File: src/rtl/pong_pkg.sv
`default_nettype none
// ============================================================================
// Module : pong_pkg
// Brief  : Shared VGA timing, tile and colour constants for the playfield.
// Rev    : 1.0
// ============================================================================
package pong_pkg;

    localparam int VGA_CLK_DIV  = 4;
    localparam int VGA_H_ACTIVE = 640;
    localparam int VGA_H_FP     = 16;
    localparam int VGA_H_SYNC   = 96;
    localparam int VGA_H_BP     = 48;
    localparam int VGA_V_ACTIVE = 480;
    localparam int VGA_V_FP     = 10;
    localparam int VGA_V_SYNC   = 2;
    localparam int VGA_V_BP     = 33;
    localparam int H_TOTAL      = VGA_H_ACTIVE + VGA_H_FP + VGA_H_SYNC + VGA_H_BP;
    localparam int V_TOTAL      = VGA_V_ACTIVE + VGA_V_FP + VGA_V_SYNC + VGA_V_BP;

    localparam int VGA_TILE_SHIFT = 4;
    localparam int VGA_WALL_TOP   = 5;
    localparam int VGA_WALL_BOT   = 29;

    localparam logic [11:0] COL_BLANK = 12'h000;
    localparam logic [11:0] COL_BG    = 12'h000;
    localparam logic [11:0] COL_BALL  = 12'hFFF;
    localparam logic [11:0] COL_PADL  = 12'hF00;
    localparam logic [11:0] COL_PADR  = 12'h00F;
    localparam logic [11:0] COL_WALL  = 12'h888;

    localparam logic [5:0] TILE_OFFGRID = 6'd63;

    typedef struct packed {
        logic ball;
        logic padl;
        logic padr;
    } draw_t;

    // First match wins; blanking overrides every object reply.
    function automatic logic [11:0] pixel_color(
        input logic        video_on,
        input draw_t       draw,
        input logic        wall,
        input logic [11:0] bg
    );
        if (!video_on)      return COL_BLANK;
        else if (draw.ball) return COL_BALL;
        else if (draw.padl) return COL_PADL;
        else if (draw.padr) return COL_PADR;
        else if (wall)      return COL_WALL;
        else                return bg;
    endfunction

endpackage
`default_nettype wire

File: src/rtl/vga_tile_scanner_if.sv
`default_nettype none
// ============================================================================
// Module : vga_tile_scanner_if
// Brief  : Object-block interface: tile coordinates out, draw replies in, VGA pins.
// Rev    : 1.0
// ============================================================================
interface vga_tile_scanner_if;
    logic        draw_ball;
    logic        draw_paddle_l;
    logic        draw_paddle_r;
    logic [5:0]  counter_x;
    logic [5:0]  counter_y;
    logic        hsync;
    logic        vsync;
    logic        video_on;
    logic [11:0] rgb;
    logic        frame_tick;

    modport master (
        input  draw_ball, draw_paddle_l, draw_paddle_r,
        output counter_x, counter_y, hsync, vsync, video_on, rgb, frame_tick
    );

    modport slave (
        output draw_ball, draw_paddle_l, draw_paddle_r,
        input  counter_x, counter_y, hsync, vsync, video_on, rgb, frame_tick
    );
endinterface
`default_nettype wire

File: src/rtl/vga_tile_scanner_timing.sv
`default_nettype none
// ============================================================================
// Module : vga_timing
// Brief  : Pixel-rate divider, h/v raster counters, raw sync/active flags.
// Rev    : 1.0
// ============================================================================
module vga_timing #(
    parameter int CLK_DIV  = 4,
    parameter int H_ACTIVE = 640,
    parameter int H_FP     = 16,
    parameter int H_SYNC   = 96,
    parameter int H_BP     = 48,
    parameter int V_ACTIVE = 480,
    parameter int V_FP     = 10,
    parameter int V_SYNC   = 2,
    parameter int V_BP     = 33
) (
    input  wire logic       clk,
    input  wire logic       rst,
    output logic            pix_en_o,
    output logic [9:0]      h_cnt_o,
    output logic [9:0]      v_cnt_o,
    output logic            active_o,
    output logic            hsync_on_o,
    output logic            vsync_on_o,
    output logic            frame_tick_o
);
    localparam int DIV_W = (CLK_DIV > 1) ? $clog2(CLK_DIV) : 1;
    localparam logic [DIV_W-1:0] DIV_LAST = DIV_W'(CLK_DIV - 1);
    localparam logic [9:0] H_LAST   = 10'(H_ACTIVE + H_FP + H_SYNC + H_BP - 1);
    localparam logic [9:0] V_LAST   = 10'(V_ACTIVE + V_FP + V_SYNC + V_BP - 1);
    localparam logic [9:0] H_ACT    = 10'(H_ACTIVE);
    localparam logic [9:0] V_ACT    = 10'(V_ACTIVE);
    localparam logic [9:0] HS_START = 10'(H_ACTIVE + H_FP);
    localparam logic [9:0] HS_END   = 10'(H_ACTIVE + H_FP + H_SYNC);
    localparam logic [9:0] VS_START = 10'(V_ACTIVE + V_FP);
    localparam logic [9:0] VS_END   = 10'(V_ACTIVE + V_FP + V_SYNC);

    logic [DIV_W-1:0] div_cnt_q, div_cnt_d;
    logic [9:0]       h_cnt_q, h_cnt_d;
    logic [9:0]       v_cnt_q, v_cnt_d;
    logic             pix_en;

    assign pix_en = (div_cnt_q == DIV_LAST);

    always_comb begin
        div_cnt_d = pix_en ? '0 : div_cnt_q + 1'b1;
        h_cnt_d   = h_cnt_q;
        v_cnt_d   = v_cnt_q;
        if (pix_en) begin
            if (h_cnt_q == H_LAST) begin
                h_cnt_d = '0;
                v_cnt_d = (v_cnt_q == V_LAST) ? '0 : v_cnt_q + 10'd1;
            end else begin
                h_cnt_d = h_cnt_q + 10'd1;
            end
        end
    end

    always_ff @(posedge clk or posedge rst) begin
        if (rst) begin
            div_cnt_q <= '0;
            h_cnt_q   <= '0;
            v_cnt_q   <= '0;
        end else begin
            div_cnt_q <= div_cnt_d;
            h_cnt_q   <= h_cnt_d;
            v_cnt_q   <= v_cnt_d;
        end
    end

    assign pix_en_o     = pix_en;
    assign h_cnt_o      = h_cnt_q;
    assign v_cnt_o      = v_cnt_q;
    assign active_o     = (h_cnt_q < H_ACT) && (v_cnt_q < V_ACT);
    assign hsync_on_o   = (h_cnt_q >= HS_START) && (h_cnt_q < HS_END);
    assign vsync_on_o   = (v_cnt_q >= VS_START) && (v_cnt_q < VS_END);
    assign frame_tick_o = pix_en && (h_cnt_q == '0) && (v_cnt_q == V_ACT);
endmodule
`default_nettype wire

File: src/rtl/vga_tile_scanner.sv
`default_nettype none
// ============================================================================
// Module : vga_tile_scanner
// Brief  : Tile-coordinate raster scanner with 2-stage draw-reply compositing.
// Rev    : 1.0
// ============================================================================
module vga_tile_scanner
    import pong_pkg::*;
#(
    parameter int          CLK_DIV    = VGA_CLK_DIV,
    parameter int          H_ACTIVE   = VGA_H_ACTIVE,
    parameter int          H_FP       = VGA_H_FP,
    parameter int          H_SYNC     = VGA_H_SYNC,
    parameter int          H_BP       = VGA_H_BP,
    parameter int          V_ACTIVE   = VGA_V_ACTIVE,
    parameter int          V_FP       = VGA_V_FP,
    parameter int          V_SYNC     = VGA_V_SYNC,
    parameter int          V_BP       = VGA_V_BP,
    parameter int          TILE_SHIFT = VGA_TILE_SHIFT,
    parameter int          WALL_TOP   = VGA_WALL_TOP,
    parameter int          WALL_BOT   = VGA_WALL_BOT,
    parameter logic [11:0] BG_COLOR   = COL_BG
) (
    input  wire logic          clk,
    input  wire logic          rst,
    vga_tile_scanner_if.master bus
);
    logic       pix_en, active, hsync_on, vsync_on, frame_tick;
    logic [9:0] h_cnt, v_cnt;

    vga_timing #(
        .CLK_DIV (CLK_DIV),
        .H_ACTIVE(H_ACTIVE), .H_FP(H_FP), .H_SYNC(H_SYNC), .H_BP(H_BP),
        .V_ACTIVE(V_ACTIVE), .V_FP(V_FP), .V_SYNC(V_SYNC), .V_BP(V_BP)
    ) u_timing (
        .clk         (clk),
        .rst         (rst),
        .pix_en_o    (pix_en),
        .h_cnt_o     (h_cnt),
        .v_cnt_o     (v_cnt),
        .active_o    (active),
        .hsync_on_o  (hsync_on),
        .vsync_on_o  (vsync_on),
        .frame_tick_o(frame_tick)
    );

    // Stage 0: tile coordinates presented to the object blocks
    logic       act0_q, hs0_q, vs0_q;
    logic [5:0] cx_q, cx_d, cy_q, cy_d;
    // Stage 1: pixel-aligned VGA outputs
    logic        hsync_q, vsync_q, video_q;
    logic [11:0] rgb_q, rgb_d;
    logic        wall;
    draw_t       draw;

    always_comb begin
        cx_d = active ? 6'(h_cnt >> TILE_SHIFT) : TILE_OFFGRID;
        cy_d = active ? 6'(v_cnt >> TILE_SHIFT) : TILE_OFFGRID;
    end

    // The stage-0 tile row doubles as the wall-row key for stage 1.
    assign wall  = (cy_q == 6'(WALL_TOP)) || (cy_q == 6'(WALL_BOT));
    assign draw  = '{ball: bus.draw_ball, padl: bus.draw_paddle_l, padr: bus.draw_paddle_r};
    assign rgb_d = pixel_color(act0_q, draw, wall, BG_COLOR);

    always_ff @(posedge clk or posedge rst) begin
        if (rst) begin
            act0_q  <= 1'b0;
            hs0_q   <= 1'b0;
            vs0_q   <= 1'b0;
            cx_q    <= TILE_OFFGRID;
            cy_q    <= TILE_OFFGRID;
            hsync_q <= 1'b1;
            vsync_q <= 1'b1;
            video_q <= 1'b0;
            rgb_q   <= COL_BLANK;
        end else if (pix_en) begin
            act0_q  <= active;
            hs0_q   <= hsync_on;
            vs0_q   <= vsync_on;
            cx_q    <= cx_d;
            cy_q    <= cy_d;
            hsync_q <= ~hs0_q;
            vsync_q <= ~vs0_q;
            video_q <= act0_q;
            rgb_q   <= rgb_d;
        end
    end

    assign bus.counter_x  = cx_q;
    assign bus.counter_y  = cy_q;
    assign bus.hsync      = hsync_q;
    assign bus.vsync      = vsync_q;
    assign bus.video_on   = video_q;
    assign bus.rgb        = rgb_q;
    assign bus.frame_tick = frame_tick;
endmodule
`default_nettype wire

File: src/flat_wrapper.sv
// flat-port wrapper written by rule: the top's interface ports become plain ports
module vga_tile_scanner_flat import pong_pkg::*;
#(
    parameter int          CLK_DIV    = VGA_CLK_DIV,
    parameter int          H_ACTIVE   = VGA_H_ACTIVE,
    parameter int          H_FP       = VGA_H_FP,
    parameter int          H_SYNC     = VGA_H_SYNC,
    parameter int          H_BP       = VGA_H_BP,
    parameter int          V_ACTIVE   = VGA_V_ACTIVE,
    parameter int          V_FP       = VGA_V_FP,
    parameter int          V_SYNC     = VGA_V_SYNC,
    parameter int          V_BP       = VGA_V_BP,
    parameter int          TILE_SHIFT = VGA_TILE_SHIFT,
    parameter int          WALL_TOP   = VGA_WALL_TOP,
    parameter int          WALL_BOT   = VGA_WALL_BOT,
    parameter logic [11:0] BG_COLOR   = COL_BG
)
  (clk, rst, bus_draw_ball, bus_draw_paddle_l, bus_draw_paddle_r, bus_counter_x, bus_counter_y, bus_hsync, bus_vsync, bus_video_on, bus_rgb, bus_frame_tick);
  vga_tile_scanner_if bus_i ();
  input  wire logic clk;
  input  wire logic rst;
  input wire logic [$bits(bus_i.draw_ball)-1:0] bus_draw_ball;
  input wire logic [$bits(bus_i.draw_paddle_l)-1:0] bus_draw_paddle_l;
  input wire logic [$bits(bus_i.draw_paddle_r)-1:0] bus_draw_paddle_r;
  output wire logic [$bits(bus_i.counter_x)-1:0] bus_counter_x;
  output wire logic [$bits(bus_i.counter_y)-1:0] bus_counter_y;
  output wire logic [$bits(bus_i.hsync)-1:0] bus_hsync;
  output wire logic [$bits(bus_i.vsync)-1:0] bus_vsync;
  output wire logic [$bits(bus_i.video_on)-1:0] bus_video_on;
  output wire logic [$bits(bus_i.rgb)-1:0] bus_rgb;
  output wire logic [$bits(bus_i.frame_tick)-1:0] bus_frame_tick;
  assign bus_i.draw_ball = bus_draw_ball;
  assign bus_i.draw_paddle_l = bus_draw_paddle_l;
  assign bus_i.draw_paddle_r = bus_draw_paddle_r;
  assign bus_counter_x = bus_i.counter_x;
  assign bus_counter_y = bus_i.counter_y;
  assign bus_hsync = bus_i.hsync;
  assign bus_vsync = bus_i.vsync;
  assign bus_video_on = bus_i.video_on;
  assign bus_rgb = bus_i.rgb;
  assign bus_frame_tick = bus_i.frame_tick;
  vga_tile_scanner #(.CLK_DIV(CLK_DIV), .H_ACTIVE(H_ACTIVE), .H_FP(H_FP), .H_SYNC(H_SYNC), .H_BP(H_BP), .V_ACTIVE(V_ACTIVE), .V_FP(V_FP), .V_SYNC(V_SYNC), .V_BP(V_BP), .TILE_SHIFT(TILE_SHIFT), .WALL_TOP(WALL_TOP), .WALL_BOT(WALL_BOT), .BG_COLOR(BG_COLOR)) u_core (.clk(clk), .rst(rst), .bus(bus_i));
endmodule
File: config.mk
export PLATFORM = sky130hd
export DESIGN_NAME = vga_tile_scanner_flat
export DESIGN_NICKNAME = d
export VERILOG_FILES = /design/src/rtl/pong_pkg.sv /design/src/rtl/vga_tile_scanner_if.sv /design/src/rtl/vga_tile_scanner_timing.sv /design/src/rtl/vga_tile_scanner.sv /design/src/flat_wrapper.sv
export SDC_FILE = /design/constraint.sdc
export NUM_CORES = 1
export LEC_CHECK = 0
export ABC_AREA = 0
export CAP_MARGIN = 20
export CORE_ASPECT_RATIO = 0.9
export CORE_MARGIN = 3
export CORE_UTILIZATION = 45
export CTS_CLUSTER_SIZE = 8
export DETAILED_ROUTE_END_ITERATION = 8
export GPL_ROUTABILITY_DRIVEN = 0
export PLACE_DENSITY = 0.66
export SYNTH_ARGS = -nofsm -noshare
export SYNTH_HDL_FRONTEND = slang
export SYNTH_SLANG_ARGS = --single-unit
File: constraint.sdc
create_clock -name clk -period 1.99 [get_ports clk]
set_clock_uncertainty 0.1 [all_clocks]
set_input_delay 0.398 -clock clk [delete_from_list [all_inputs] [get_ports clk]]
set_output_delay 0.398 -clock clk [all_outputs]
set_load 0.02 [all_outputs]
==> results of run 1 <==
[cell type report]
class | instances | area [sq um] | area share (%)
well taps | 62 | 77.6 | 2.65
flip-flops and latches | 46 | 1170 | 39.9
clock inverters | 1 | 5.00 | 0.171
inverters | 16 | 60.1 | 2.05
multi-input cells | 128 | 941 | 32.1
clock buffers | 7 | 86.3 | 2.95
repair buffers | 65 | 589 | 20.1
[cell usage in the layout (no fill, tap or decap), types with 6 or more instances in the layout]
cell / Yosys / final
nor2_1: 13 / 12
nand2_1: 10 / 10
clkbuf_8: 0 / 6
dfstp_2: 14 / 14
nand3_1: 11 / 11
inv_1: 16 / 12
buf_4: 8 / 32
clkdlybuf4s50_1: 0 / 28
o21ai_0: 11 / 11
dfrtp_1: 32 / 32
o22a_1: 11 / 11
[final timing paths]
path                                         startpoint                 to  slack [ns]  depth (start not counted)
max                          u_core.u_timing.v_cnt_o[1]     bus_frame_tick      -0.007                          6
min                                        u_core.hs0_q   u_core.bus.hsync        0.31                          1
max reg2reg                u_core.u_timing.div_cnt_q[0]  u_core.bus.rgb[7]        0.12                          6
min reg2reg                                u_core.hs0_q   u_core.bus.hsync        0.31                          1
max in group asynchronous                           rst   u_core.bus.hsync        1.17                          3
min in group asynchronous                           rst  u_core.bus.rgb[7]        0.36                          3
[logic make-up after synthesis]
logic type | share of synthesized area (%)
AOI/OAI and AO/OA | 13.3
xor gates and xnor gates | 3.12
adders and majority gates | 2.78
buffers and inverters | 8.12
DFF | 52.0
muxes | 3.17
and+or+nand+nor | 17.5
[where the power goes]
part           total [mW]  switching (mW)  internal, mW
Combinational      0.0836          0.0464        0.0371
Sequential          0.947         0.00520         0.942
Clock               0.578           0.297         0.280
Total                1.61           0.349          1.26
[state kept, by name, indices dropped and copies added (netlist names), 2 cells and up]
signal,flops
u_core.u_timing.h_cnt_o,10
u_core.u_timing.v_cnt_o,10
u_core.bus.counter_x,6
u_core.bus.counter_y,6
u_core.bus.rgb,6
u_core.u_timing.div_cnt_q,2
[per-stage QoR]
step	instances	area, sq um	utilization [%]	hold slack [ns]	setup TNS, ns
floorplan	209	2250	-	0.283	0
global placement	315	2770	59.8	0.288	-0.182
detailed placement	315	2770	59.8	0.299	-0.245
CTS	324	2900	62.7	0.310	-0.0338
global route	325	2930	63.2	0.343	-0.0738
finish	325	2930	63.2	0.308	-0.00699
[repair_timing]
item,4_1_cts,5_1_grt
endpoints found under the setup margin,1,4
pin swaps,3,3
setup buffers,1,1
gates resized for setup,12,7
[layer usage]
metal	up-vias	routed length, um	share of wire (%)
li1	845	-	-
met1	816	2200	47
met2	35	2240	47
met3	7	200	4.2
met4	0	75	1.6
met5	-	0	0
[worst reg2reg max path, stage by stage, from the launching register on]
cell	delay, ns
dfrtp_1	0.36
ha_1	0.17
buf_4	0.21
buf_4	0.31
nand4_1	0.22
or3_1	0.35
nand3_1	0.08
==> results.py, run 1 <==
metrics = {
    "finish": {
        "drive_above_1_share_pct": 27.4,
        "nFillCells": 380,
        "area_delta_synth_final_pct": 30.2,
        "num_antenna_cells": 0,
        "nets": 272,
    },
    "clocking": {
        "clk_pin_slew_ns": 0.08,
        "clkSinkCount": 46,
        "cts_tree": "yes",
        "holdBufCountCts": 0,
        "htreeDepth": 2,
        "numCtsBuffers": 5,
        "clkLatencyLatePin_ns": 0.29,
        "cts_buffer_depth": 2,
        "ctsRootBufferMaster": "clkbuf_8",
    },
    "sta": {
        "worst_pin_slew_ns": 0.371,
        "layout_setup_ws_ns": -0.00699,
        "hold_viol": 0,
        "min_period_ns": 2.00,
        "slew_headroom_pct": 75.1,
        "setup_viol": 1,
        "max_freq_mhz": 501,
        "rsz0062_at_grt": "true",
        "drv_slew": 0,
        "post-route-period-util_pct": 100,
    },
    "die": {
        "dieArea_sq_um": 5880,
        "rows": 23,
        "core_area_sq_um": 4630,
        "pin_count": 33,
        "die_h_um": 73.1,
        "fp.dieW_um": 80.5,
        "initial_core_util_pct": 48.5,
    },
    "pwr": {
        "p_per_area_nw_per_um2": 549,
        "finalPower_mw": 1.61,
        "leakagePower_nw": 1.31,
        "vdd_drop_max_uv": 419,
    },
    "global_route": {
        "track_usage_pct": 17.5,
        "met2_usage_pct": 26.7,
        "grt_pass1_wl_mm": 7.95,
        "overflow": 0,
        "grt_util_met3_pct": 3.70,
        "antenna_found_initial": 0,
        "grt_max_degree": 47,
        "grt_most_used_layer": "met2",
        "grt_pass1_vias": 1663,
        "grt.met1_usage_pct": 24.3,
    },
    "outcome": {
        "status": "complete, but fails checks",
        "violations": "setup timing",
    },
    "setup_path": {
        "cp_cell_sequence": "inv_2 > ha_4 > nor4b_4 > nand3_1 > nor2_2 > buf_6",
        "cp_slowest_cell": "dfrtp_1",
        "crit_type": "reg2out",
        "crit_path_start_kind": "flip-flop",
        "worstPathRequired_ns": 1.49,
        "worstPathMaxFanout": 2,
        "end_kind": "primary output",
        "cp_slowest_stage_delay_ns": 0.39,
        "cp.arrival_ns": 1.50,
        "path_buf_inv": 2,
        "crit_family": "simple AND/OR/NAND/NOR gates",
    },
    "drt": {
        "finalWirelength_mm": 4.72,
        "drt-pass1-iter-count": 4,
        "ant_nets": 0,
        "drtIter0Drc": 45,
        "wl_per_cell_um": 14.5,
        "drc": 0,
        "via_per_inst": 5.24,
        "vias": 1703,
    },
    "yosys": {
        "synth_common_cells": "32 x dfrtp_1, 16 x inv_1, 14 x dfstp_2",
        "syn-instance-count": 209,
        "synth_largest_area_cell": "dfrtp_1",
        "syn_area_per_cell_sq_um": 10.8,
        "seq_area_frac_synth_pct": 52.0,
        "syn_nets": 219,
        "synth_ff_type": "dfrtp_1",
        "yosys_warnings": 0,
        "synth_top_area_share_pct": 35.6,
        "synth.most_common_cell": "dfrtp_1",
        "synth_seq_cells": 46,
        "synthArstFlopShare_pct": 100,
        "synth_area_leaders": "dfrtp_1 36%, dfstp_2 16%, o22a_1 4.3%",
        "synth_edf_count": 0,
        "mappedNetlistArea_sq_um": 2250,
        "synth.distinct_cells": 47,
    },
    "placement": {
        "portBuffers": 32,
        "place_ws_ns": -0.245,
        "place_hpwl_mm": 3.43,
    },
    "hold_path": {
        "hp-class": "reg2reg",
    },
    "flow_run": {
        "maxCapViolCount": 0,
    },
}
Note: power is estimated with default switching activity, not from simulation.
==> run 2, diff against run 1 <==
--- a/config.mk
+++ b/config.mk
@@ -13,6 +13,7 @@
 export CTS_CLUSTER_SIZE = 8
 export DETAILED_ROUTE_END_ITERATION = 8
 export GPL_ROUTABILITY_DRIVEN = 0
+export GPL_TIMING_DRIVEN = 0
 export PLACE_DENSITY = 0.66
 export SYNTH_ARGS = -nofsm -noshare
 export SYNTH_HDL_FRONTEND = slang
==> run 2 against run 1 <==
Against the previous run:
- the run still ends with setup timing left
- design area up 2.4%
- largest cell class unchanged
- critical path type unchanged
- combinational power grew 11%
- global-route usage grew 1.3 points
- worst setup slack worse by 0.014 ns
- via count up 3.1%
- critical endpoint unchanged
- register-to-register slack worse by 0.02 ns
- largest power group unchanged
- clock power rose by 19%
- hold slack worse by 0.13 ns
- first-iteration DRC count increased by 89%
==> results.py, run 2 (synthesis gave the netlist of run 1 again) <==
metrics = {
    "finish": {
        "drive_above_1_share_pct": 29.6,
        "final_common_cell": "dfrtp_1",
        "area_delta_synth_final_pct": 33.4,
        "num_antenna_cells": 0,
        "nets": 276,
        "final_cell_mix": "29 x dfrtp_1, 28 x buf_4, 28 x clkdlybuf4s50_1",
    },
    "sta": {
        "layout_setup_ws_ns": -0.0211,
        "hold_viol": 0,
        "max_freq_mhz": 497,
        "drv_slew": 0,
        "worst_pin_slew_ns": 0.476,
        "min_period_ns": 2.01,
        "rsz0062_at_grt": "true",
        "setup_viol": 1,
        "post-route-period-util_pct": 101,
        "slew_headroom_pct": 68.3,
    },
    "setup_path": {
        "cp_slowest_cell": "dfrtp_1",
        "crit_path_start_kind": "flip-flop",
        "end_kind": "primary output",
        "r2r_slack_ns": 0.10,
        "cp.arrival_ns": 1.51,
        "cp_slowest_stage_delay_ns": 0.38,
        "r2r-start": "u_core.u_timing.v_cnt_o[8]",
        "worstPathRequired_ns": 1.49,
        "crit_type": "reg2out",
        "r2r_cells": 10,
        "worstPathMaxFanout": 8,
        "cp_common_cell": "buf_6",
        "rr_endpoint": "u_core.vs0_q",
        "cp_cell_sequence": "buf_6 > nor4_2 > nand3_1 > nor2_2 > buf_6",
    },
    "die": {
        "dieArea_sq_um": 5880,
        "fp.dieW_um": 80.5,
        "initial_core_util_pct": 48.5,
        "core_area_sq_um": 4630,
        "rows": 23,
        "die_h_um": 73.1,
        "pin_count": 33,
    },
    "global_route": {
        "grt_pass1_vias": 1751,
        "track_usage_pct": 18.8,
        "grt_pass1_wl_mm": 8.45,
        "antenna_found_initial": 0,
        "grt_max_degree": 44,
        "overflow": 0,
    },
    "placement": {
        "place_ws_ns": -0.866,
        "place_hpwl_mm": 3.35,
        "portBuffers": 32,
    },
    "hold_path": {
        "hp-class": "in2async",
    },
    "flow_run": {
        "maxCapViolCount": 0,
    },
    "drt": {
        "drtIter0Drc": 85,
        "via_per_inst": 5.34,
        "drc": 0,
        "met1_length_mm": 2.36,
        "ant_nets": 0,
        "wl_per_cell_um": 15.1,
        "finalWirelength_mm": 4.96,
        "route.met3.wl_um": 210,
        "vias": 1756,
        "wl_met2_mm": 2.33,
        "top_layer": "met4",
        "drt-pass1-iter-count": 5,
    },
    "clocking": {
        "clkSinkCount": 46,
        "ctsRootBufferMaster": "clkbuf_8",
        "holdBufCountCts": 0,
        "cts_buffer_depth": 2,
        "clkLatencyLatePin_ns": 0.30,
        "htreeDepth": 2,
        "clk_pin_slew_ns": 0.09,
        "numCtsBuffers": 5,
        "cts_tree": "yes",
    },
    "outcome": {
        "violations": "setup timing",
        "status": "complete, but fails checks",
    },
    "pwr": {
        "leakagePower_nw": 1.34,
        "p_per_area_nw_per_um2": 575,
        "vdd_drop_max_uv": 437,
        "finalPower_mw": 1.73,
    },
}
-- run 2: layout make-up --
type / count / area (sq um)
fillers: 371 / 1630
flip-flops and latches: 46 / 1170
multi-input cells: 128 / 951
repair buffers: 53 / 499
plain buffers: 16 / 130
well taps: 62 / 77.6
clock buffers: 5 / 68.8
inverters: 16 / 60.1
clock inverters: 3 / 40.0
-- run 2: through the flow --
step	TNS (ns)	hold WS, ns	area (sq um)	utilization (%)	std cells
floorplan	0	0.283	2250	-	209
global placement	-19.09	0.301	2650	57.2	303
detailed placement	-0.866	0.310	2670	57.6	304
CTS	-0.0434	0.176	2940	63.5	325
global route	-0.0916	0.177	3000	64.7	329
finish	-0.0211	0.175	3000	64.7	329
-- run 2: what timing repair did --
action	4_1_cts	5_1_grt
setup endpoints to repair	1	5
pin swaps	4	4
gates resized for setup	22	9
buffers inserted	14	6
-- run 2: worst max-delay path by stage --
stage / startpoint / end / slack [ns]
floorplan: u_core.u_timing.div_cnt_q[0] / bus_frame_tick / 0.01
global placement: u_core.u_timing.div_cnt_q[0] / bus_frame_tick / -0.86
detailed placement: u_core.u_timing.div_cnt_q[0] / bus_frame_tick / -0.87
CTS: u_core.u_timing.v_cnt_o[1] / bus_frame_tick / -0.04
global route: u_core.u_timing.v_cnt_o[0] / bus_frame_tick / -0.09
finish: u_core.u_timing.h_cnt_o[7] / bus_frame_tick / -0.02
-- run 2: layer usage --
metal | track usage, % | vias to the layer above
met5 | 0 | -
met4 | 6.94 | 0
met3 | 4.57 | 4
met2 | 28.1 | 33
met1 | 26.7 | 869
li1 | - | 850
-- run 2: worst max-delay path: cells and delay by family, from the launching register on --
family	cells	cell delay (ns)
buffers and inverters	2	0.28
DFF	1	0.38
and+or+nand+nor	3	0.55
-- run 2: power by group --
part	total, mW	switching (mW)	internal [mW]	leakage, nW
clock	0.685	0.315	0.370	0.0579
sequential	0.947	0.00497	0.942	0.544
combinational	0.0929	0.0479	0.0450	0.739
total	1.73	0.368	1.36	1.34
==> variant 1 (flow settings as in run 2) <==
Make the reset (`rst`) synchronous in 2 clocked blocks.
--- a/src/rtl/vga_tile_scanner_timing.sv
+++ b/src/rtl/vga_tile_scanner_timing.sv
@@ -58,5 +58,5 @@
     end
 
-    always_ff @(posedge clk or posedge rst) begin
+    always_ff @(posedge clk) begin
         if (rst) begin
             div_cnt_q <= '0;
--- a/src/rtl/vga_tile_scanner.sv
+++ b/src/rtl/vga_tile_scanner.sv
@@ -64,5 +64,5 @@
     assign rgb_d = pixel_color(act0_q, draw, wall, BG_COLOR);
 
-    always_ff @(posedge clk or posedge rst) begin
+    always_ff @(posedge clk) begin
         if (rst) begin
             act0_q  <= 1'b0;
Formal check against the unedited RTL: differs if rst is asserted again (counterexample within 10 cycles, from zero or initial values and one cycle with rst high); with rst held inactive, the same outputs for 10 cycles.
==> variant 1 against run 2 <==
The flow still finishes with violations (negative setup slack); count of clock-buffer cells in the layout grew 1; global-route usage shrank 0.69 points; sequential cell count is the same; clock power grew 24%; setup slack lost 0.087 ns; final area shrank 8.1%; routed wire length shrank 3.7%; total power grew 16%; via count grew 2.8%; synthesized area shrank 5.8%; critical path depth is the same; core utilization shrank 3.3 points; synthesized cell count grew 13%.
==> variant 1: results <==
export IMPL_outcome="finished, violations left"
export IMPL_violations="negative setup slack"
export IMPL_dpl_hpwl_um=3386
export IMPL_reg2regPathDepth=5
export IMPL_rrSetupSlack_ns=0.04
export IMPL_relSlewSlack_pct=63.66
export IMPL_yosysUniqueCellTypes=57
export IMPL_place_inst=331
export IMPL_multi_input_cells=156
export IMPL_hold_depth=1
export IMPL_drtIter0Drc=139
export IMPL_holdWs_ns=0.3754
export IMPL_multi_input_area_share_pct=38.57
export IMPL_synth_area_leaders="dfxtp_1 43%, nand2_1 4.1%, nor2_1 3.4%"
export IMPL_placed_area_sq_um=2516
export IMPL_grt_usage_pct=18.15
export IMPL_nClkBuffers=6
export IMPL_fillers=425
export IMPL_drive_gt1_share_pct=22.02
export IMPL_p_sw_share_pct=21.46
export IMPL_post_drt_wl_per_cell_um=14.08
export IMPL_ir_drop_v=0.0004214
export IMPL_pg_clk_mw=0.846
export IMPL_power_combinational_mw=0.181
export IMPL_nets=286
export IMPL_clk_share_pct=5.172
export IMPL_p_leak_nw=1.013
export IMPL_ys_top_cells_by_count="46 x dfxtp_1, 23 x nand2_1, 19 x nor2_1"
export IMPL_startpoint="u_core.u_timing.div_cnt_q[0]"
export IMPL_timing_rr_start="u_core.u_timing.h_cnt_o[6]"
export IMPL_power_frac_comb_pct=9.1
export IMPL_first_pass_iters=4
export IMPL_setup_ws_ns=-0.1078
export IMPL_grt_pass1_wl_um=7976
export IMPL_r2r_end="u_core.u_timing.v_cnt_o[8]"
export IMPL_finalSetupViolCount=1
export IMPL_cts_setup_buffers=1
export IMPL_cts_resized=23
export IMPL_grt_max_degree=15
export IMPL_grt_pass1_vias=1648
export IMPL_yosysSeqAreaShare_pct=43.47
export IMPL_async_reset_ff_share_pct=0
export IMPL_final_cells=339
export IMPL_seq_area_share_pct=33.80
export IMPL_crit_path_max_fanout=3
export IMPL_syn_num_nets=247
export IMPL_buffers_excl_clock=58
export IMPL_final_nonclk_buf_share_pct=18.38
export IMPL_die_area_sq_um=5568
variant 1: cell count changes after synthesis, moves of 5 or more:
cell,change
dfxtp_1,+46
nand2_1,+13
a21oi_1,+5
dfrtp_1,-32
inv_1,-8
clkbuf_1,+5
nor2_1,+6
dfstp_2,-14
variant 1: cell families after synthesis:
logic type | Yosys count | share of synthesized area [%]
compound gates | 43 | 14.35
simple gates | 95 | 24.34
mux | 3 | 1.477
xor+xnor | 10 | 4.134
flops | 46 | 43.47
buf+inv | 35 | 9.274
fa+ha+maj | 5 | 2.953
variant 1: per-layer routing:
layer	global-route usage, %	share of wire (%)	up-vias	wire (um)
met2	27.09	45	39	2153
met4	6.408	0.84	0	40
met3	4.071	4.6	4	221
li1	-	-	912	-
met5	0	0	-	0
met1	25.85	49	851	2357
variant 1: critical path: stages (launching register included):
cell	delay, ns
dfxtp_2	0.36
ha_4	0.15
nand2b_1	0.06
or4_4	0.51
nor2_4	0.11
buf_6	0.12
==> variant 2 (config.mk and constraints of run 2) <==
Made on the original files. Change the package constant `VGA_CLK_DIV` from 4 to 8.
--- a/src/rtl/pong_pkg.sv
+++ b/src/rtl/pong_pkg.sv
@@ -7,5 +7,5 @@
 package pong_pkg;
 
-    localparam int VGA_CLK_DIV  = 4;
+    localparam int VGA_CLK_DIV  = 8;
     localparam int VGA_H_ACTIVE = 640;
     localparam int VGA_H_FP     = 16;
Formal check against the unedited RTL: not equivalent (a bounded check fails within 10 cycles, from zero or initial values and one cycle with rst high).
==> variant 2 against run 2 <==
Largest cell class unchanged; the run still ends with negative setup slack left; total power up 0.38%; clock power down 2%; setup slack lost 0.39 ns; routed wire length fell by 3.2%; sequential cell count up 1; synthesized area fell by 1.2%; count of clock-buffer cells in the layout unchanged; final area up 0.67%.
==> variant 2: results <==
export IMPL_place_ws_ns=-0.6762
export IMPL_syn_num_nets=218
export IMPL_slowest_stage="dfrtp_1"
export IMPL_slowest_delay_ns=0.35
export IMPL_grt_pass1_wl_um=8066
export IMPL_met2_wirelength_um=2209
export IMPL_setup_tns_ns=-0.4371
export IMPL_ys_top_cells_by_count="33 x dfrtp_1, 18 x inv_1, 14 x dfstp_2"
export IMPL_syn_mean_instance_area_sq_um=10.73
export IMPL_h_tree_depth=2
export IMPL_yosysSeqAreaShare_pct=53.72
export IMPL_numCtsBuffers=5
export IMPL_grt_usage_pct=17.92
export IMPL_violations="negative setup slack"
export IMPL_outcome="finished, violations left"
export IMPL_relSlewSlack_pct=65.80
export IMPL_final_cells=327
export IMPL_root_buffer="clkbuf_8"
export IMPL_post_drt_wl_per_cell_um=14.68
export IMPL_finalSetupViolCount=2
export IMPL_place_inst=302
export IMPL_wl_met1_um=2284
export IMPL_crit_path_max_fanout=3
export IMPL_numPortBuffers=32
export IMPL_reg2regPathDepth=7
export IMPL_rrSetupSlack_ns=-0.03
export IMPL_crit_arrival_ns=1.90
export IMPL_r2r_end="u_core.u_timing.v_cnt_o[9]"
export IMPL_fin_area_sq_um=3019
export IMPL_nets=276
export IMPL_p_leak_nw=1.291
export IMPL_vias=1731
export IMPL_setup_ws_ns=-0.4063
export IMPL_timing_rr_start="u_core.u_timing.div_cnt_q[0]"
export IMPL_first_pass_iters=4
export IMPL_ir_drop_v=0.0004020
export IMPL_fillers=385
export IMPL_yosysUniqueCellTypes=44
export IMPL_drive_gt1_share_pct=30.19
export IMPL_clock_latency_ns=0.29
export IMPL_dpl_hpwl_um=3190
export IMPL_placed_area_sq_um=2686
export IMPL_dr_wl_met3_um=261
export IMPL_grt_pass1_vias=1666
export IMPL_synth_area_leaders="dfrtp_1 37%, dfstp_2 17%, ha_1 3.4%"
export IMPL_drtIter0Drc=79
## variant 2: where the power goes
part / total [mW] / switching [mW] / internal, mW
combinational: 0.0928 / 0.0479 / 0.0449
sequential: 0.967 / 0.00486 / 0.962
clock: 0.671 / 0.304 / 0.367
total: 1.73 / 0.357 / 1.37
## variant 2: worst reg2reg max path: cells and delay by family (launching register included)
kind / cells / cell delay, ns
simple gates: 4 / 1.08
flops: 1 / 0.35
fa+ha+maj: 2 / 0.34
buf+inv: 1 / 0.10
## variant 2: worst max path at each step
| stage | endpoint | slack, ns | depth (start not counted) |
|---|---|---|---|
| 4_1_cts | bus_frame_tick | -0.44 | 7 |
| 3_5_place_dp | bus_frame_tick | -0.68 | 7 |
| 6_report | bus_frame_tick | -0.41 | 7 |
| 5_1_grt | bus_frame_tick | -0.53 | 7 |
| 2_1_floorplan | bus_frame_tick | -0.03 | 6 |
| 3_3_place_gp | bus_frame_tick | -0.68 | 7 |
## variant 2: layout make-up
| type | count | area, sq um | share of cell area, % |
|---|---|---|---|
| well taps | 62 | 77.57 | 2.569 |
| clock inverters | 2 | 37.54 | 1.243 |
| repair buffers | 51 | 481.7 | 15.96 |
| multi-input cells | 128 | 967.2 | 32.03 |
| plain buffers | 14 | 122.6 | 4.061 |
| clock buffers | 5 | 68.82 | 2.279 |
| flip-flops and latches | 47 | 1196 | 39.62 |
| inverters | 18 | 67.56 | 2.238 |
## variant 2: timing repair
item	CTS	global route
pin swaps	6	9
setup endpoints to repair	16	22
buffers inserted	10	8
gates cloned	0	1
resized for setup	14	24
## variant 2: cell families (layout without fill, tap and decap cells)
logic type / Yosys count / after routing / synth area share, %
and+or+nand+nor: 67 / 67 / 17.51
DFF: 47 / 47 / 53.72
AOI/OAI and AO/OA: 41 / 41 / 12.39
buffers and inverters: 32 / 90 / 7.207
xor gates and xnor gates: 11 / 11 / 4.336
adders and majority gates: 6 / 6 / 3.378
muxes: 3 / 3 / 1.464
## variant 2: metal layers
metal	vias up	track usage [%]
li1	855	-
met5	-	0
met3	6	3.457
met1	827	26.02
met2	43	27.48
met4	0	5.066
## variant 2: through the flow
step	hold slack [ns]	total power, mW
after CTS	0.1867	1.758
after floorplan	0.2870	1.032
final	0.1889	1.732
after global placement	0.2939	1.074
after global routing	0.2022	1.807
after detailed placement	0.3035	1.080
